[config.mk]
export PLATFORM = sky130hd
export DESIGN_NAME = r4u4_twid_ctrl_flat
export DESIGN_NICKNAME = d
export VERILOG_FILES = /design/src/rtl/r4u4_twid_ctrl_if.sv /design/src/rtl/r4u4_twid_ctrl.sv /design/src/flat_wrapper.sv
export SDC_FILE = /design/constraint.sdc
export NUM_CORES = 1
export LEC_CHECK = 0
export ABC_CLOCK_PERIOD_IN_PS = 2100
export BUFFER_PORTS_ARGS = -buffer_cell sky130_fd_sc_hd__buf_2
export CAP_MARGIN = 20
export CORE_ASPECT_RATIO = 2
export CORE_UTILIZATION = 35
export CTS_CLUSTER_SIZE = 14
export DETAILED_ROUTE_END_ITERATION = 10
export PLACE_DENSITY_LB_ADDON = 0.2
export SETUP_SLACK_MARGIN = 0.02
export SYNTH_ARGS = -nofsm -noshare
export SYNTH_HDL_FRONTEND = slang
export SYNTH_SLANG_ARGS = --single-unit
[constraint.sdc]
create_clock -name clk_sys -period 2.1 [get_ports clk_sys]
set_clock_uncertainty 0.2 [all_clocks]
set_input_delay 0.21 -clock clk_sys [delete_from_list [all_inputs] [get_ports clk_sys]]
set_output_delay 0.21 -clock clk_sys [all_outputs]
set_load 0.05 [all_outputs]
[src/rtl/r4u4_twid_ctrl_if.sv]
// Sample-path interface of the radix-4 twiddle controller: upstream samples in,
// registered samples plus twiddle control out to the multiplier.
`ifndef MAN_WIDTH
`define MAN_WIDTH 16
`endif
`ifndef EXP_WIDTH
`define EXP_WIDTH 6
`endif

interface r4u4_twid_ctrl_if #(
    parameter int MAN_W = `MAN_WIDTH,
    parameter int EXP_W = `EXP_WIDTH
) ();
    logic                    frm_start_i;
    logic                    in_val_i;
    logic signed [MAN_W-1:0] in_real_i;
    logic signed [MAN_W-1:0] in_imag_i;
    logic signed [EXP_W-1:0] in_exp_i;

    logic                    block_sync_o;
    logic                    stage_sync_o;
    logic                    data_val_o;
    logic signed [MAN_W-1:0] data_real_o;
    logic signed [MAN_W-1:0] data_imag_o;
    logic signed [EXP_W-1:0] data_exp_o;
    logic                    k1_o;
    logic                    k2_o;

    modport master (
        output frm_start_i, in_val_i, in_real_i, in_imag_i, in_exp_i,
        input  block_sync_o, stage_sync_o, data_val_o,
        input  data_real_o, data_imag_o, data_exp_o, k1_o, k2_o
    );

    modport slave (
        input  frm_start_i, in_val_i, in_real_i, in_imag_i, in_exp_i,
        output block_sync_o, stage_sync_o, data_val_o,
        output data_real_o, data_imag_o, data_exp_o, k1_o, k2_o
    );
endinterface

[src/rtl/r4u4_twid_ctrl.sv]
// Frame sequencer for a 1024/2048-point radix-4 stage: counts valid samples,
// emits block/stage syncs and the twiddle segment select one cycle after input.
`ifndef MAN_WIDTH
`define MAN_WIDTH 16
`endif
`ifndef EXP_WIDTH
`define EXP_WIDTH 6
`endif

module r4u4_twid_ctrl #(
    parameter int MAN_W = `MAN_WIDTH,
    parameter int EXP_W = `EXP_WIDTH
) (
    input  logic                  clk_sys,
    input  logic                  rst_sys_n,
    input  logic [3:0]            cfg_ldn_i,
    r4u4_twid_ctrl_if.slave       sif,
    output logic [3:0]            ldn_rg_o,
    output logic                  busy_o,
    output logic                  frm_done_o,
    output logic                  err_o
);
    localparam int unsigned IDX_W = 11;
    localparam int unsigned LDN_W = 4;
    localparam logic [LDN_W-1:0] LDN_1K = LDN_W'(10);
    localparam logic [LDN_W-1:0] LDN_2K = LDN_W'(11);

    typedef enum logic {ST_IDLE = 1'b0, ST_RUN = 1'b1} state_e;

    state_e                state_q, state_d;
    logic [IDX_W-1:0]      idx_q, idx_d;
    logic [LDN_W-1:0]      ldn_q, ldn_d;

    logic                  blk_q, blk_d, stg_q, stg_d, val_q, val_d;
    logic                  k1_q, k1_d, k2_q, k2_d;
    logic                  busy_q, busy_d, done_q, done_d, err_q, err_d;
    logic signed [MAN_W-1:0] re_q, re_d, im_q, im_d;
    logic signed [EXP_W-1:0] ex_q, ex_d;

    logic                  start_c, cfg_ok_c, emit_c, last_c, qzero_c, err_c;
    logic [IDX_W-1:0]      cur_idx_c;
    logic [LDN_W-1:0]      cur_ldn_c;
    logic [1:0]            seg_c;

    // Decode of the incoming sample: which frame index it takes and under which size.
    always_comb begin
        start_c   = sif.in_val_i & sif.frm_start_i;
        cfg_ok_c  = (cfg_ldn_i == LDN_1K) || (cfg_ldn_i == LDN_2K);
        cur_ldn_c = start_c ? (cfg_ok_c ? cfg_ldn_i : LDN_2K) : ldn_q;
        cur_idx_c = start_c ? '0 : idx_q;
        emit_c    = sif.in_val_i & (start_c | (state_q == ST_RUN));
        if (cur_ldn_c == LDN_1K) begin
            last_c  = emit_c & (cur_idx_c == IDX_W'(1023));
            seg_c   = cur_idx_c[9:8];
            qzero_c = (cur_idx_c[7:0] == 8'd0);
        end else begin
            last_c  = emit_c & (cur_idx_c == IDX_W'(2047));
            seg_c   = cur_idx_c[10:9];
            qzero_c = (cur_idx_c[8:0] == 9'd0);
        end
        err_c = (start_c & (~cfg_ok_c | (state_q == ST_RUN)))
              | (sif.in_val_i & ~sif.frm_start_i & (state_q == ST_IDLE));
    end

    always_ff @(posedge clk_sys or negedge rst_sys_n) begin
        if (!rst_sys_n) begin
            state_q <= ST_IDLE;
            idx_q   <= '0;
            ldn_q   <= LDN_2K;
            blk_q   <= 1'b0;
            stg_q   <= 1'b0;
            val_q   <= 1'b0;
            re_q    <= '0;
            im_q    <= '0;
            ex_q    <= '0;
            k1_q    <= 1'b0;
            k2_q    <= 1'b0;
            busy_q  <= 1'b0;
            done_q  <= 1'b0;
            err_q   <= 1'b0;
        end else begin
            state_q <= state_d;
            idx_q   <= idx_d;
            ldn_q   <= ldn_d;
            blk_q   <= blk_d;
            stg_q   <= stg_d;
            val_q   <= val_d;
            re_q    <= re_d;
            im_q    <= im_d;
            ex_q    <= ex_d;
            k1_q    <= k1_d;
            k2_q    <= k2_d;
            busy_q  <= busy_d;
            done_q  <= done_d;
            err_q   <= err_d;
        end
    end

    // Next state: an accepted sample advances idx, the last one closes the frame.
    always_comb begin
        state_d = state_q;
        idx_d   = idx_q;
        ldn_d   = ldn_q;
        if (emit_c) begin
            ldn_d   = cur_ldn_c;
            idx_d   = last_c ? '0 : cur_idx_c + IDX_W'(1);
            state_d = last_c ? ST_IDLE : ST_RUN;
        end
    end

    // Outputs: everything except busy/err is zero unless a sample is emitted.
    always_comb begin
        blk_d  = 1'b0;
        stg_d  = 1'b0;
        val_d  = emit_c;
        re_d   = '0;
        im_d   = '0;
        ex_d   = '0;
        k1_d   = 1'b0;
        k2_d   = 1'b0;
        done_d = 1'b0;
        busy_d = (state_d == ST_RUN);
        err_d  = err_c;
        if (emit_c) begin
            blk_d  = (cur_idx_c == '0);
            stg_d  = qzero_c;
            re_d   = sif.in_real_i;
            im_d   = sif.in_imag_i;
            ex_d   = sif.in_exp_i;
            k1_d   = seg_c[1];
            k2_d   = seg_c[0];
            done_d = last_c;
        end
    end

    assign sif.block_sync_o = blk_q;
    assign sif.stage_sync_o = stg_q;
    assign sif.data_val_o   = val_q;
    assign sif.data_real_o  = re_q;
    assign sif.data_imag_o  = im_q;
    assign sif.data_exp_o   = ex_q;
    assign sif.k1_o         = k1_q;
    assign sif.k2_o         = k2_q;
    assign ldn_rg_o         = ldn_q;
    assign busy_o           = busy_q;
    assign frm_done_o       = done_q;
    assign err_o            = err_q;
endmodule
[src/flat_wrapper.sv]
// flat-port wrapper written by rule: the top's interface ports become plain ports
module r4u4_twid_ctrl_flat 
#(
    parameter int MAN_W = `MAN_WIDTH,
    parameter int EXP_W = `EXP_WIDTH
)
  (clk_sys, rst_sys_n, cfg_ldn_i, ldn_rg_o, busy_o, frm_done_o, err_o, sif_frm_start_i, sif_in_val_i, sif_in_real_i, sif_in_imag_i, sif_in_exp_i, sif_block_sync_o, sif_stage_sync_o, sif_data_val_o, sif_data_real_o, sif_data_imag_o, sif_data_exp_o, sif_k1_o, sif_k2_o);
  r4u4_twid_ctrl_if #(.MAN_W(MAN_W), .EXP_W(EXP_W)) sif_i ();
  input  logic clk_sys;
  input  logic rst_sys_n;
  input  logic [3:0] cfg_ldn_i;
  output logic [3:0] ldn_rg_o;
  output logic busy_o;
  output logic frm_done_o;
  output logic err_o;
  input wire logic [$bits(sif_i.frm_start_i)-1:0] sif_frm_start_i;
  input wire logic [$bits(sif_i.in_val_i)-1:0] sif_in_val_i;
  input wire logic [$bits(sif_i.in_real_i)-1:0] sif_in_real_i;
  input wire logic [$bits(sif_i.in_imag_i)-1:0] sif_in_imag_i;
  input wire logic [$bits(sif_i.in_exp_i)-1:0] sif_in_exp_i;
  output wire logic [$bits(sif_i.block_sync_o)-1:0] sif_block_sync_o;
  output wire logic [$bits(sif_i.stage_sync_o)-1:0] sif_stage_sync_o;
  output wire logic [$bits(sif_i.data_val_o)-1:0] sif_data_val_o;
  output wire logic [$bits(sif_i.data_real_o)-1:0] sif_data_real_o;
  output wire logic [$bits(sif_i.data_imag_o)-1:0] sif_data_imag_o;
  output wire logic [$bits(sif_i.data_exp_o)-1:0] sif_data_exp_o;
  output wire logic [$bits(sif_i.k1_o)-1:0] sif_k1_o;
  output wire logic [$bits(sif_i.k2_o)-1:0] sif_k2_o;
  assign sif_i.frm_start_i = sif_frm_start_i;
  assign sif_i.in_val_i = sif_in_val_i;
  assign sif_i.in_real_i = sif_in_real_i;
  assign sif_i.in_imag_i = sif_in_imag_i;
  assign sif_i.in_exp_i = sif_in_exp_i;
  assign sif_block_sync_o = sif_i.block_sync_o;
  assign sif_stage_sync_o = sif_i.stage_sync_o;
  assign sif_data_val_o = sif_i.data_val_o;
  assign sif_data_real_o = sif_i.data_real_o;
  assign sif_data_imag_o = sif_i.data_imag_o;
  assign sif_data_exp_o = sif_i.data_exp_o;
  assign sif_k1_o = sif_i.k1_o;
  assign sif_k2_o = sif_i.k2_o;
  r4u4_twid_ctrl #(.MAN_W(MAN_W), .EXP_W(EXP_W)) u_core (.clk_sys(clk_sys), .rst_sys_n(rst_sys_n), .cfg_ldn_i(cfg_ldn_i), .sif(sif_i), .ldn_rg_o(ldn_rg_o), .busy_o(busy_o), .frm_done_o(frm_done_o), .err_o(err_o));
endmodule
# [Word level (Yosys, flattened, before mapping)]
# Index checks and enable logic that the tools add are counted.
[op_classes] n_addsub=1 n_eq_ne=5 muxes=16 bitwise=13 reduce_logical=4
[ops] op="$mux W16" count=2
[ops] op="$mux W11" count=2
[ops] op="$eq A4 B4 Y1 const B" count=3
[ops] op="$add A11 B1 Y11 const B" count=1
[ops] op="$eq A11 B10 Y1 const B" count=1
[ops] op="$eq A11 B11 Y1 const B" count=1
[ops] op="$logic_not A11 Y1" count=1
[ops] op="$logic_not A9 Y1" count=1
[ops] op="$logic_not A8 Y1" count=1
[ops] op="$mux W1" count=8
[ops] op="$mux W4" count=2
[ops] op="$and A1 B1 Y1" count=7
[ops] op="$mux W6" count=1
[ops] op="$not A1 Y1" count=3
[ops] op="$or A1 B1 Y1" count=3
[ops] op="$mux W2" count=1
[ops] op="$logic_or A1 B1 Y1" count=1
[word_totals] register_bits=61 in_bits=46 output_inout_bits=50 word_cells=52

# [Logic depth before layout (Yosys ltp)]
[logic_depth] ltp_word=7 ltp_mapped=10

# [Worst setup path after synthesis]
# OpenSTA, ideal clock, no wires.
[synth_path] kind="input port to flip-flop" startpoint="input sif_frm_start_i" endpoint="register u_core.idx_q[3]" setup_ns=0.122 arrival_ns=1.882 required_time_ns=1.778 setup_slack_ns=-0.103 path_stages=10 path_cell_list="nand2_1 clkbuf_1 nand2_1 inv_1 ha_1 nand3_2 or2_1 o31a_4 a21oi_2 o2bb2ai_1"
[synth_via] elab_chain_len=6 word_cells_on_any_way=13
[synth_lines] item="start: declaration" line_no="flat_wrapper.sv:16" text="input wire logic [$bits(sif_i.frm_start_i)-1:0] sif_frm_start_i;"
[synth_lines] item="$and A1 B1 Y1 *" line_no="r4u4_twid_ctrl.sv:47" text="start_c = sif.in_val_i & sif.frm_start_i;"
[synth_lines] item="parallel branches: the longest is 5 deep, another holds $add A11 B1 Y11"
[synth_lines] item="end signal: assignment" line_no="r4u4_twid_ctrl.sv:83" text="idx_q <= idx_d;"
[synth_lines] item="end: declaration" line_no="r4u4_twid_ctrl.sv:31" text="logic [IDX_W-1:0] idx_q, idx_d;"
# Every way passes the cells marked *.
# A chain may end at the register's enable or synchronous reset.

# [Worst setup path in the final report]
[layout_path] startpoint="register u_core.idx_q[1]" endpoint="register u_core.idx_q[7]"
[layout_via] elab_chain_len=5 word_cells_on_any_way=8
[layout_lines] item="$mux W11 *" line_no="r4u4_twid_ctrl.sv:50" text="cur_idx_c = start_c ? '0 : idx_q;"
[layout_lines] item="parallel branches: the longest is 3 deep, another holds $add A11 B1 Y11"
[layout_lines] item="$mux W11 *" line_no="r4u4_twid_ctrl.sv:106" text="idx_d = last_c ? '0 : cur_idx_c + IDX_W'(1);"
# Marks and branches as above.

==> impl_metrics.py <==
metrics = {
    "synth": {
        "syn_area_per_cell_um2": 11.90,
        "synth_compound_area_frac": 0.08298,
        "synth-edff-count": 0,
        "syn-cell-area_um2": 2367,
        "synth-async-reset-ratio": 1.000,
        "synthSimpleGateAreaFrac": 0.2236,
        "synth.most_common_cell": "dfrtp_1",
        "synth_xor_xnor_area_share": 0.006871,
        "yosys-top-cells-area": "dfrtp_1, and2_1, dfstp_2",
        "ys.warnings.count": 0,
        "syn_nets": 247,
        "synthMuxAreaShare": 0.008457,
        "seq_area_frac_synth": 0.6464,
        "ys.flop_type": "dfrtp_1",
        "synth_top_family_by_area": "simple AND/OR/NAND/NOR gates",
        "ys_ff_latch": 61,
        "yosysTopAreaCellShare": 0.6131,
        "synth_cell_type_count": 41,
        "synth_common_cells": "dfrtp_1, and2_1, nand2_1, nand3_1",
        "netlist_instances": 199,
        "synth-adder-area-share": 0.01057,
        "yosys.area.top_type": "dfrtp_1",
    },
    "die": {
        "initial_utilization": 0.3604,
        "rows": 42,
        "core_um2": 6569,
        "dieArea_um2": 7117,
        "die_w_um": 60.16,
        "fp.dieH_um": 118.3,
        "boundaryPins": 96,
    },
    "place": {
        "gp_congestion": 0.9067,
        "placedCellCount": 390,
        "port_buffers": 95,
        "preCtsSetupSlack_ns": 0.06114,
        "hpwl_um": 4364,
        "place_area_um2": 3050,
    },
    "sta": {
        "post-route-period-util": 0.9384,
        "final-setup-viol-count": 0,
        "hold_viol": 0,
        "fin_ws_ns": 0.1294,
        "slew_headroom": 0.6343,
        "finalSetupTns_ns": 0,
        "tightest_slew_ns": 0.5486,
        "period_needed_ns": 1.971,
        "slew_viol_final": 0,
        "fmax_mhz": 507.5,
        "whs_ns": 0.02864,
        "rsz0062_at_grt": "false",
    },
    "worst_setup_path": {
        "r2r_cells": 8,
        "cp_max_fo": 6,
        "worst_r2r_endpoint": "u_core.idx_q[7]$_DFFE_PN0P_",
        "crit_slowest_cell": "dfrtp_1",
        "arrival_ns": 1.96,
        "critical_path_class": "flip-flop to flip-flop",
        "end_kind": "flip-flop",
        "r2r-start": "u_core.idx_q[1]$_DFFE_PN0P_",
        "cpPeakStageDelay_ns": 0.38,
        "crit_path_start_kind": "flip-flop",
        "cp_num_buf_inv": 1,
        "crit_chain": "nand2_1 -> inv_1 -> ha_2 -> nand3_2 -> or2_1 -> o31a_4 -> nand3_1 -> o311ai_1",
        "reg2reg_slack_ns": 0.13,
        "required_ns": 2.09,
        "cpLargestDelayFamily": "simple AND/OR/NAND/NOR gates",
    },
    "hold_path": {
        "hold_depth": 3,
        "worstHoldStart": "sif_in_val_i",
        "hold_path_class": "input pin to flip-flop",
        "whs_endpoint": "u_core.sif.stage_sync_o$_DFF_PN0_",
    },
    "routing": {
        "wl_per_cell_um": 14.22,
        "routed_wl_um": 6383,
        "viasPerCell": 4.717,
        "drc": 0,
        "drtPass1Iterations": 4,
        "vias": 2118,
        "ant_nets": 0,
        "drtIter0Drc": 72,
    },
    "final_layout": {
        "final_area_um2": 3765,
        "layout.nets": 404,
        "fin_cells": 449,
        "antenna_cells": 0,
        "area_growth_pct": 59.04,
        "final_util": 0.5731,
        "drive_gt1_frac": 0.3850,
    },
    "pwr": {
        "ir_drop_v": 0.0005762,
        "seqPwrFrac": 0.394,
        "comb_power_share": 0.183,
        "p_leak_nw": 1.926,
        "power.total_mw": 3.306,
        "p_sw_frac": 0.2734,
        "power.internal_mw": 2.402,
        "p_switching_mw": 0.9041,
        "power.density_nw_per_um2": 878.2,
        "power.share.clock": 0.423,
    },
    "clock_tree": {
        "htreeDepth": 3,
        "cts-root-buf": "clkbuf_16",
        "clk_pin_slew_ns": 0.05,
        "cts_buffers": 9,
        "cts_tree": "done",
        "cts.sinks": 61,
        "clk_path_buf_depth": 2,
        "insertion_delay_ns": 0.33,
    },
    "global_routing": {
        "grt_usage": 0.2034,
        "grt_pass1_vias": 2232,
        "grt_pass1_wl_um": 10300,
        "grt.overflow.total": 0,
        "antenna_found_initial": 0,
        "grt_max_degree": 39,
    },
    "flow_run": {
        "maxCapViolations": 0,
    },
    "outcome": {
        "outcome": "finished clean",
    },
}
-- flip-flops by register name, indices dropped and copies added, names as in the netlist --
name and flops:
u_core.sif.data_imag_o 16, u_core.sif.data_real_o 16, u_core.idx_q 11, u_core.sif.data_exp_o 6, u_core.ldn_rg_o 4, u_core.err_o 1, u_core.frm_done_o 1, u_core.sif.block_sync_o 1
u_core.sif.data_val_o 1, u_core.sif.k1_o 1, u_core.sif.k2_o 1, u_core.sif.stage_sync_o 1, u_core.state_q 1
-- layer usage --
metal / wire [um] / global-route usage
met1: 2041 / 0.1783
met2: 3736 / 0.3647
met3: 302 / 0.06565
met4: 303 / 0.1308
met5: 0 / 0
-- worst register-to-register path: cells and delay by family (launching register included) --
family                   cells  cell delay, ns
flip-flops                   1            0.38
adder cells (fa/ha/maj)      1            0.18
AO/OA/AOI/OAI                2            0.47
AND/OR/NAND/NOR              4            0.54
buffers and inverters        1            0.07
-- kinds of logic after synthesis --
kind of cell	after synthesis
fa+ha+maj	2
compound gates	28
xor+xnor	1
mux	2
flops	61
simple gates	92
buf+inv	13
-- power by group through the flow --
stage                     combinational, mW  clock [mW]  sequential [mW]
after CTS                             0.589        1.43             1.30
final                                 0.605        1.40             1.30
after global placement                0.525           0             1.32
after global routing                  0.647        1.49             1.31
after floorplan                       0.144           0             1.51
after detailed placement              0.530           0             1.32
-- worst max path at each step --
stage / depth (start not counted) / start / slack, ns / to
CTS: 8 / u_core.idx_q[0]$_DFFE_PN0P_ / 0.11 / u_core.idx_q[7]$_DFFE_PN0P_
global placement: 10 / sif_in_val_i / 0.06 / u_core.state_q$_DFFE_PN0P_
global route: 8 / u_core.idx_q[1]$_DFFE_PN0P_ / 0.02 / u_core.idx_q[7]$_DFFE_PN0P_
finish: 8 / u_core.idx_q[1]$_DFFE_PN0P_ / 0.13 / u_core.idx_q[7]$_DFFE_PN0P_
detailed placement: 10 / sif_in_val_i / 0.06 / u_core.idx_q[7]$_DFFE_PN0P_
floorplan: 10 / sif_frm_start_i / 0.03 / u_core.idx_q[3]$_DFFE_PN0P_
-- layout by cell type (no fill, tap or decap), types with 3 or more instances in the layout --
cell type,Yosys,layout
clkbuf_16,0,9
and2_1,39,39
nor2_1,5,5
buf_2,1,95
clkbuf_1,6,4
dfrtp_1,58,58
a21oi_1,5,5
dfstp_2,3,3
dlygate4sd3_1,0,41
nand3_1,7,7
o31ai_1,4,4
inv_1,5,4
nand2_1,20,20
o21ai_0,6,6
buf_4,0,16
-- area by class of cell --
class | count | area [um^2]
Clock buffer | 13 | 240.2
Clock inverter | 3 | 40.04
Fill cell | 562 | 2804
Inverter | 6 | 22.52
Multi-Input combinational cell | 125 | 795.8
Sequential cell | 61 | 1530
Tap cell | 88 | 110.1
Timing Repair Buffer | 153 | 1026
-- what timing repair did --
item | 4_1_cts | 5_1_grt
hold buffers | 41 | 0
setup buffers | 0 | 2
endpoints found under the hold margin | 60 | 0
resized for setup | 0 | 3
setup endpoints to repair | 0 | 7
Power figures use the tool's default switching activity.
